==> src/rtl/din_debounce_pkg.sv <==
// rtl/din_debounce_pkg.sv - shared defaults and FSM state type for din_debounce
package din_debounce_pkg;

    // Default geometry: matches the sn74hc165 reader Q width
    localparam int DIN_WIDTH  = 16;
    // Consecutive differing scans needed to flip a debounced bit (1..15)
    localparam int DIN_DB_CNT = 3;
    // Per-bit counter width; 2**DIN_CNT_W must exceed DIN_DB_CNT
    localparam int DIN_CNT_W  = 4;

    // Controller states: waiting for the first scan, then debouncing forever
    typedef enum logic {
        S_WAIT = 1'b0,
        S_RUN  = 1'b1
    } din_state_e;

endpackage

==> src/rtl/din_db_bit.sv <==
// rtl/din_db_bit.sv - one bit's debounce counter and debounced state
module din_db_bit #(
    parameter int DB_CNT = 3,
    parameter int CNT_W  = 4
) (
    input  logic MCLK,
    input  logic nRESET,
    input  logic scan,
    input  logic load,
    input  logic raw,
    output logic db,
    output logic chg
);

    localparam logic [CNT_W-1:0] CNT_LAST = CNT_W'(DB_CNT - 1);

    logic [CNT_W-1:0] cnt_q, cnt_d;
    logic             db_q, db_d;

    // Next state: load copies raw, a debouncing scan counts differing samples
    always_comb begin
        cnt_d = cnt_q;
        db_d  = db_q;
        chg   = 1'b0;
        if (load) begin
            db_d  = raw;
            cnt_d = '0;
        end else if (scan) begin
            if (raw == db_q) begin
                cnt_d = '0;
            end else if (cnt_q == CNT_LAST) begin
                db_d  = raw;
                cnt_d = '0;
                chg   = 1'b1;
            end else begin
                cnt_d = cnt_q + CNT_W'(1);
            end
        end
    end

    // Counter and debounced-state registers
    always_ff @(posedge MCLK or negedge nRESET) begin
        if (!nRESET) begin
            cnt_q <= '0;
            db_q  <= 1'b0;
        end else begin
            cnt_q <= cnt_d;
            db_q  <= db_d;
        end
    end

    assign db = db_q;

endmodule

==> src/rtl/din_debounce.sv <==
// rtl/din_debounce.sv - debounces reader scans, reports changes; macro DIN_CHANGE_IRQ_EN selects sticky CHG + IRQ
module din_debounce
    import din_debounce_pkg::*;
#(
    parameter int WIDTH  = DIN_WIDTH,
    parameter int DB_CNT = DIN_DB_CNT,
    parameter int CNT_W  = DIN_CNT_W
) (
    input  logic             MCLK,
    input  logic             nRESET,
    input  logic [WIDTH-1:0] Q_IN,
    input  logic             DONE_IN,
    output logic [WIDTH-1:0] DIN,
    output logic             READY,
    output logic             VALID,
    output logic [WIDTH-1:0] CHG,
    output logic             IRQ,
    input  logic             IRQ_ACK
);

    din_state_e       state_q, state_d;
    logic             done_q;
    logic             scan;
    logic             load;
    logic             run_scan;
    logic             ready_q;
    logic             valid_q;
    logic [WIDTH-1:0] chg_now;
    logic [WIDTH-1:0] chg_q;

    // One scan per DONE high period, taken on its rising edge
    assign scan = DONE_IN & ~done_q;

    // Edge-detect delay, FSM state, READY and VALID registers
    always_ff @(posedge MCLK or negedge nRESET) begin
        if (!nRESET) begin
            done_q  <= 1'b0;
            state_q <= S_WAIT;
            ready_q <= 1'b0;
            valid_q <= 1'b0;
        end else begin
            done_q  <= DONE_IN;
            state_q <= state_d;
            valid_q <= scan;
            if (load) begin
                ready_q <= 1'b1;
            end
        end
    end

    // First scan loads DIN directly; every later scan is debounced
    always_comb begin
        state_d  = state_q;
        load     = 1'b0;
        run_scan = 1'b0;
        case (state_q)
            S_WAIT: begin
                if (scan) begin
                    load    = 1'b1;
                    state_d = S_RUN;
                end
            end
            S_RUN: begin
                run_scan = scan;
            end
            default: begin
                state_d = S_WAIT;
            end
        endcase
    end

    for (genvar i = 0; i < WIDTH; i++) begin : g_bit
        din_db_bit #(
            .DB_CNT (DB_CNT),
            .CNT_W  (CNT_W)
        ) u_bit (
            .MCLK   (MCLK),
            .nRESET (nRESET),
            .scan   (run_scan),
            .load   (load),
            .raw    (Q_IN[i]),
            .db     (DIN[i]),
            .chg    (chg_now[i])
        );
    end

`ifdef DIN_CHANGE_IRQ_EN
    logic [WIDTH-1:0] chg_d;
    logic             irq_q;

    // Sticky change mask: ACK clears old bits, new flips in the same cycle survive
    assign chg_d = (chg_q & ~{WIDTH{IRQ_ACK}}) | chg_now;

    // Latched change mask and interrupt derived from it
    always_ff @(posedge MCLK or negedge nRESET) begin
        if (!nRESET) begin
            chg_q <= '0;
            irq_q <= 1'b0;
        end else begin
            chg_q <= chg_d;
            irq_q <= |chg_d;
        end
    end

    assign IRQ = irq_q;
`else
    logic unused_irq_ack;

    assign unused_irq_ack = IRQ_ACK;

    // Change mask qualifies VALID only, zero on all other cycles
    always_ff @(posedge MCLK or negedge nRESET) begin
        if (!nRESET) begin
            chg_q <= '0;
        end else begin
            chg_q <= chg_now;
        end
    end

    assign IRQ = 1'b0;
`endif

    assign READY = ready_q;
    assign VALID = valid_q;
    assign CHG   = chg_q;

endmodule

==> config.mk <==
export PLATFORM = sky130hd
export DESIGN_NAME = din_debounce
export DESIGN_NICKNAME = d
export VERILOG_FILES = /design/src/rtl/din_debounce_pkg.sv /design/src/rtl/din_db_bit.sv /design/src/rtl/din_debounce.sv
export SDC_FILE = /design/constraint.sdc
export NUM_CORES = 1
export LEC_CHECK = 0
export BUFFER_PORTS_ARGS = -buffer_cell sky130_fd_sc_hd__buf_2
export CAP_MARGIN = 10
export CORE_ASPECT_RATIO = 1.2
export CORE_MARGIN = 2
export CORE_UTILIZATION = 35
export DETAILED_ROUTE_END_ITERATION = 7
export GPL_TIMING_DRIVEN = 1
export PLACE_DENSITY = 0.58
export SLEW_MARGIN = 0
export SYNTH_ARGS = -nofsm -noshare
export SYNTH_HDL_FRONTEND = slang
export SYNTH_SLANG_ARGS = --single-unit
==> constraint.sdc <==
create_clock -name MCLK -period 4.8 [get_ports MCLK]
set_input_delay 0.96 -clock MCLK [delete_from_list [all_inputs] [get_ports MCLK]]
set_output_delay 0.96 -clock MCLK [all_outputs]
set_load 0.005 [all_outputs]
==> impl_metrics.yaml <==
setup_path:
  r2r-start: "done_q$_DFF_PN0_"
  r2r_end: "g_bit[14].u_bit.cnt_q[2]$_DFFE_PN0P_"
  crit_fanout: 70
  slowest_delay_ns: 0.51
  reg2reg_slack_ns: 2.66
  slowest_stage: "inv_2"
  critPathKind: "input port to flop"
  worstPathRequired_ns: 5.04
  end_kind: "flop"
  path_buf_inv: 2
  critPathLaunchType: "input port"
  crit_chain: "buf_2 -> nand2b_4 -> inv_2 -> nand4_1 -> o311ai_1"
  critPathTopFamily: "buffers and inverters"
  ff2ff_path_depth: 4
  cp.arrival_ns: 2.62
timing:
  min_period_ns: 2.39
  rsz0062_at_grt: "false"
  setup_viol: 0
  slew_headroom: 0.345
  max_freq_mhz: 419
  worstMarginPinSlew_ns: 0.982
  hold_viol: 0
  hold-worst-slack_ns: 0.483
  layout_worst_path_cycle_share: 0.497
  setup_tns_ns: 0
  fin_skew_ns: 0.00498
  slew_viol_final: 0
die:
  coreArea_sq_um: 15000
  row_count: 49
  dieHeight_microns: 140
  die_width_microns: 117
  dieArea_sq_um: 16400
  pin_count: 55
  start_util: 0.359
synthesis:
  ys.flop_type: "dfrtp_1"
  synth-seq-cells: 100
  synth-edff-count: 0
  postSynthCellCount: 529
  netlist-cell-type-count: 43
  syn_nets: 581
  synth_area_sq_um: 5400
  synth.avg_cell_area_sq_um: 10.2
  async_reset_ff_frac: 1.00
  seq_area_frac_synth: 0.464
  synth_warnings: 0
power_and_ir_drop:
  power.density_nw_per_um2: 514
  leakagePower_uw: 0.00270
  ir_drop_mv: 0.221
global_route:
  gr-total-overflow: 0
  track_usage: 0.138
  antenna_found_initial: 0
  grt_max_degree: 77
  grt_pass1_vias: 3958
  grt_first_pass_wirelength_mm: 18.6
routing:
  drtPass1Iterations: 4
  drtIter0Drc: 292
  vias: 3976
  avgRoutedWirePerCell_microns: 14.1
  routed_wirelength_mm: 10.8
  viasPerCell: 5.19
  remaining_drc_errors: 0
  drtAntennaViolNets: 0
final_layout:
  nNetsFinal: 609
  area_delta_synth_final_pct: 11.1
  drive_gt1_frac: 0.167
  n_antenna_cell: 0
clocking:
  postCtsSetupBuffers: 0
  cts_sinks: 100
  cts_hold_buffers: 0
  cts-htree-levels: 3
  path_clk_slew_ns: 0.07
  cts-buffers-inserted: 9
  clk_latency_ns: 0.34
  clock_path_buffers: 2
  cts_tree: "done"
  cts-root-buf: "clkbuf_16"
  postCtsResizedCells: 0
hold_path:
  hold_end: "READY$_DFFE_PN0P_"
  min_from: "READY$_DFFE_PN0P_"
  hold_path.class: "flop to flop"
  hold_depth: 1
place:
  dp_hpwl_mm: 6.95
  gp_congestion: 0.796
  io_buffers: 52
outcome:
  status: "finished, final reports clean"
run:
  max_cap_viol_count: 0
-- state kept, by name (all words and copies together) (netlist names) --
name and flops:
g_bit.u_bit.cnt_q 64, CHG 16, g_bit.u_bit.db 16, READY 1, VALID 1, done_q 1
state_q 1
-- per-stage QoR --
stage | power [uW] | area (sq um) | setup WS, ns | utilization | instances
3_3_place_gp | 2260 | 5680 | 2.10 | 0.378 | 750
5_1_grt | 3350 | 5990 | 2.25 | 0.399 | 766
2_1_floorplan | 2110 | 5400 | 3.07 | - | 529
3_5_place_dp | 2320 | 5680 | 2.01 | 0.378 | 750
4_1_cts | 3120 | 5990 | 2.40 | 0.399 | 766
6_report | 3080 | 5990 | 2.41 | 0.399 | 766
-- power by group --
group | switching, uW | total, uW | internal [uW]
clock network | 321 | 778 | 457
logic | 484 | 918 | 435
registers | 284 | 1390 | 1100
-- layer usage --
metal	global-route usage	vias to the layer above	routed length, microns
met5	0	-	0
met4	0.0602	0	158
met3	0.0204	8	336
met2	0.236	79	5250
met1	0.173	1959	5080
li1	-	1930	-
-- placed cells by master (no fill, tap or decap), drive strengths merged, types with 2 or more instances in the layout --
cell / synthesis / routed
xor2: 16 / 16
ha: 32 / 32
nor3: 7 / 7
or3b: 16 / 16
nor2: 9 / 9
nand4: 23 / 23
bufinv: 0 / 2
clkbuf: 3 / 10
o21ai: 21 / 21
mux2: 16 / 16
nand2: 44 / 44
o22ai: 15 / 15
a32oi: 2 / 2
a21oi: 16 / 16
nor2b: 2 / 2
a32o: 7 / 7
a31oi: 24 / 24
and3: 14 / 14
dfrtp: 100 / 100
mux2i: 8 / 8
nand3: 21 / 21
clkinvlp: 0 / 2
o31ai: 9 / 9
inv: 48 / 48
o311ai: 3 / 3
clkinv: 0 / 2
nand2b: 16 / 16
buf: 35 / 55
nor3b: 13 / 13
-- cells in the mapped netlist, types with 5 or more instances --
cell type,instances,area (sq um)
mux2_2,8,90.1
o21ai_0,21,105
buf_4,23,173
nor3_1,7,35.0
xor2_1,16,140
o22ai_1,15,93.8
buf_2,9,45.0
dfrtp_1,100,2500
mux2i_1,8,80.1
nor3b_1,13,97.6
nand4_1,23,144
or3b_4,5,56.3
and3_1,14,87.6
a21oi_1,11,55.1
ha_1,32,400
a32o_1,7,70.1
a31oi_1,24,150
a21oi_2,5,43.8
nand2_1,42,158
nand2b_1,15,93.8
nor2_1,9,33.8
inv_1,47,176
o31ai_1,9,67.6
or3b_1,11,96.3
nand3_1,21,105
mux2_1,8,90.1
-- worst max-delay path by stage --
| stage | start | end | cells after the start |
|---|---|---|---|
| 2_1_floorplan | DONE_IN | g_bit[4].u_bit.db$_DFFE_PN0P_ | 4 |
| 3_3_place_gp | DONE_IN | g_bit[13].u_bit.cnt_q[2]$_DFFE_PN0P_ | 5 |
| 3_5_place_dp | DONE_IN | g_bit[14].u_bit.cnt_q[2]$_DFFE_PN0P_ | 5 |
| 4_1_cts | DONE_IN | g_bit[14].u_bit.cnt_q[2]$_DFFE_PN0P_ | 5 |
| 5_1_grt | DONE_IN | g_bit[6].u_bit.cnt_q[2]$_DFFE_PN0P_ | 5 |
| 6_report | DONE_IN | g_bit[14].u_bit.cnt_q[2]$_DFFE_PN0P_ | 5 |
-- cell families after synthesis --
kind of cell	count (synthesis)	share of synthesized area
DFF	100	0.464
and+or+nand+nor	169	0.181
other	1	0.000695
adders and majority gates	32	0.0742
AOI/OAI and AO/OA	101	0.124
muxes	24	0.0482
buffers and inverters	86	0.0821
xor gates and xnor gates	16	0.0260
-- layout make-up --
cell class,instances,area [sq um]
clock buffers,10,229
clock inverters,6,88.8
fillers,1460,9030
inverters,48,180
multi-input cells,343,2450
flip-flops and latches,100,2500
well taps,204,255
repair buffers,55,285
-- worst reg2reg max path, stage by stage, from the launching register on --
cell      delay [ns]
dfrtp_1         0.44
nand2b_4        0.53
inv_2           0.53
nand4_1         0.22
o311ai_1        0.32
(Power assumes the default switching activity.)
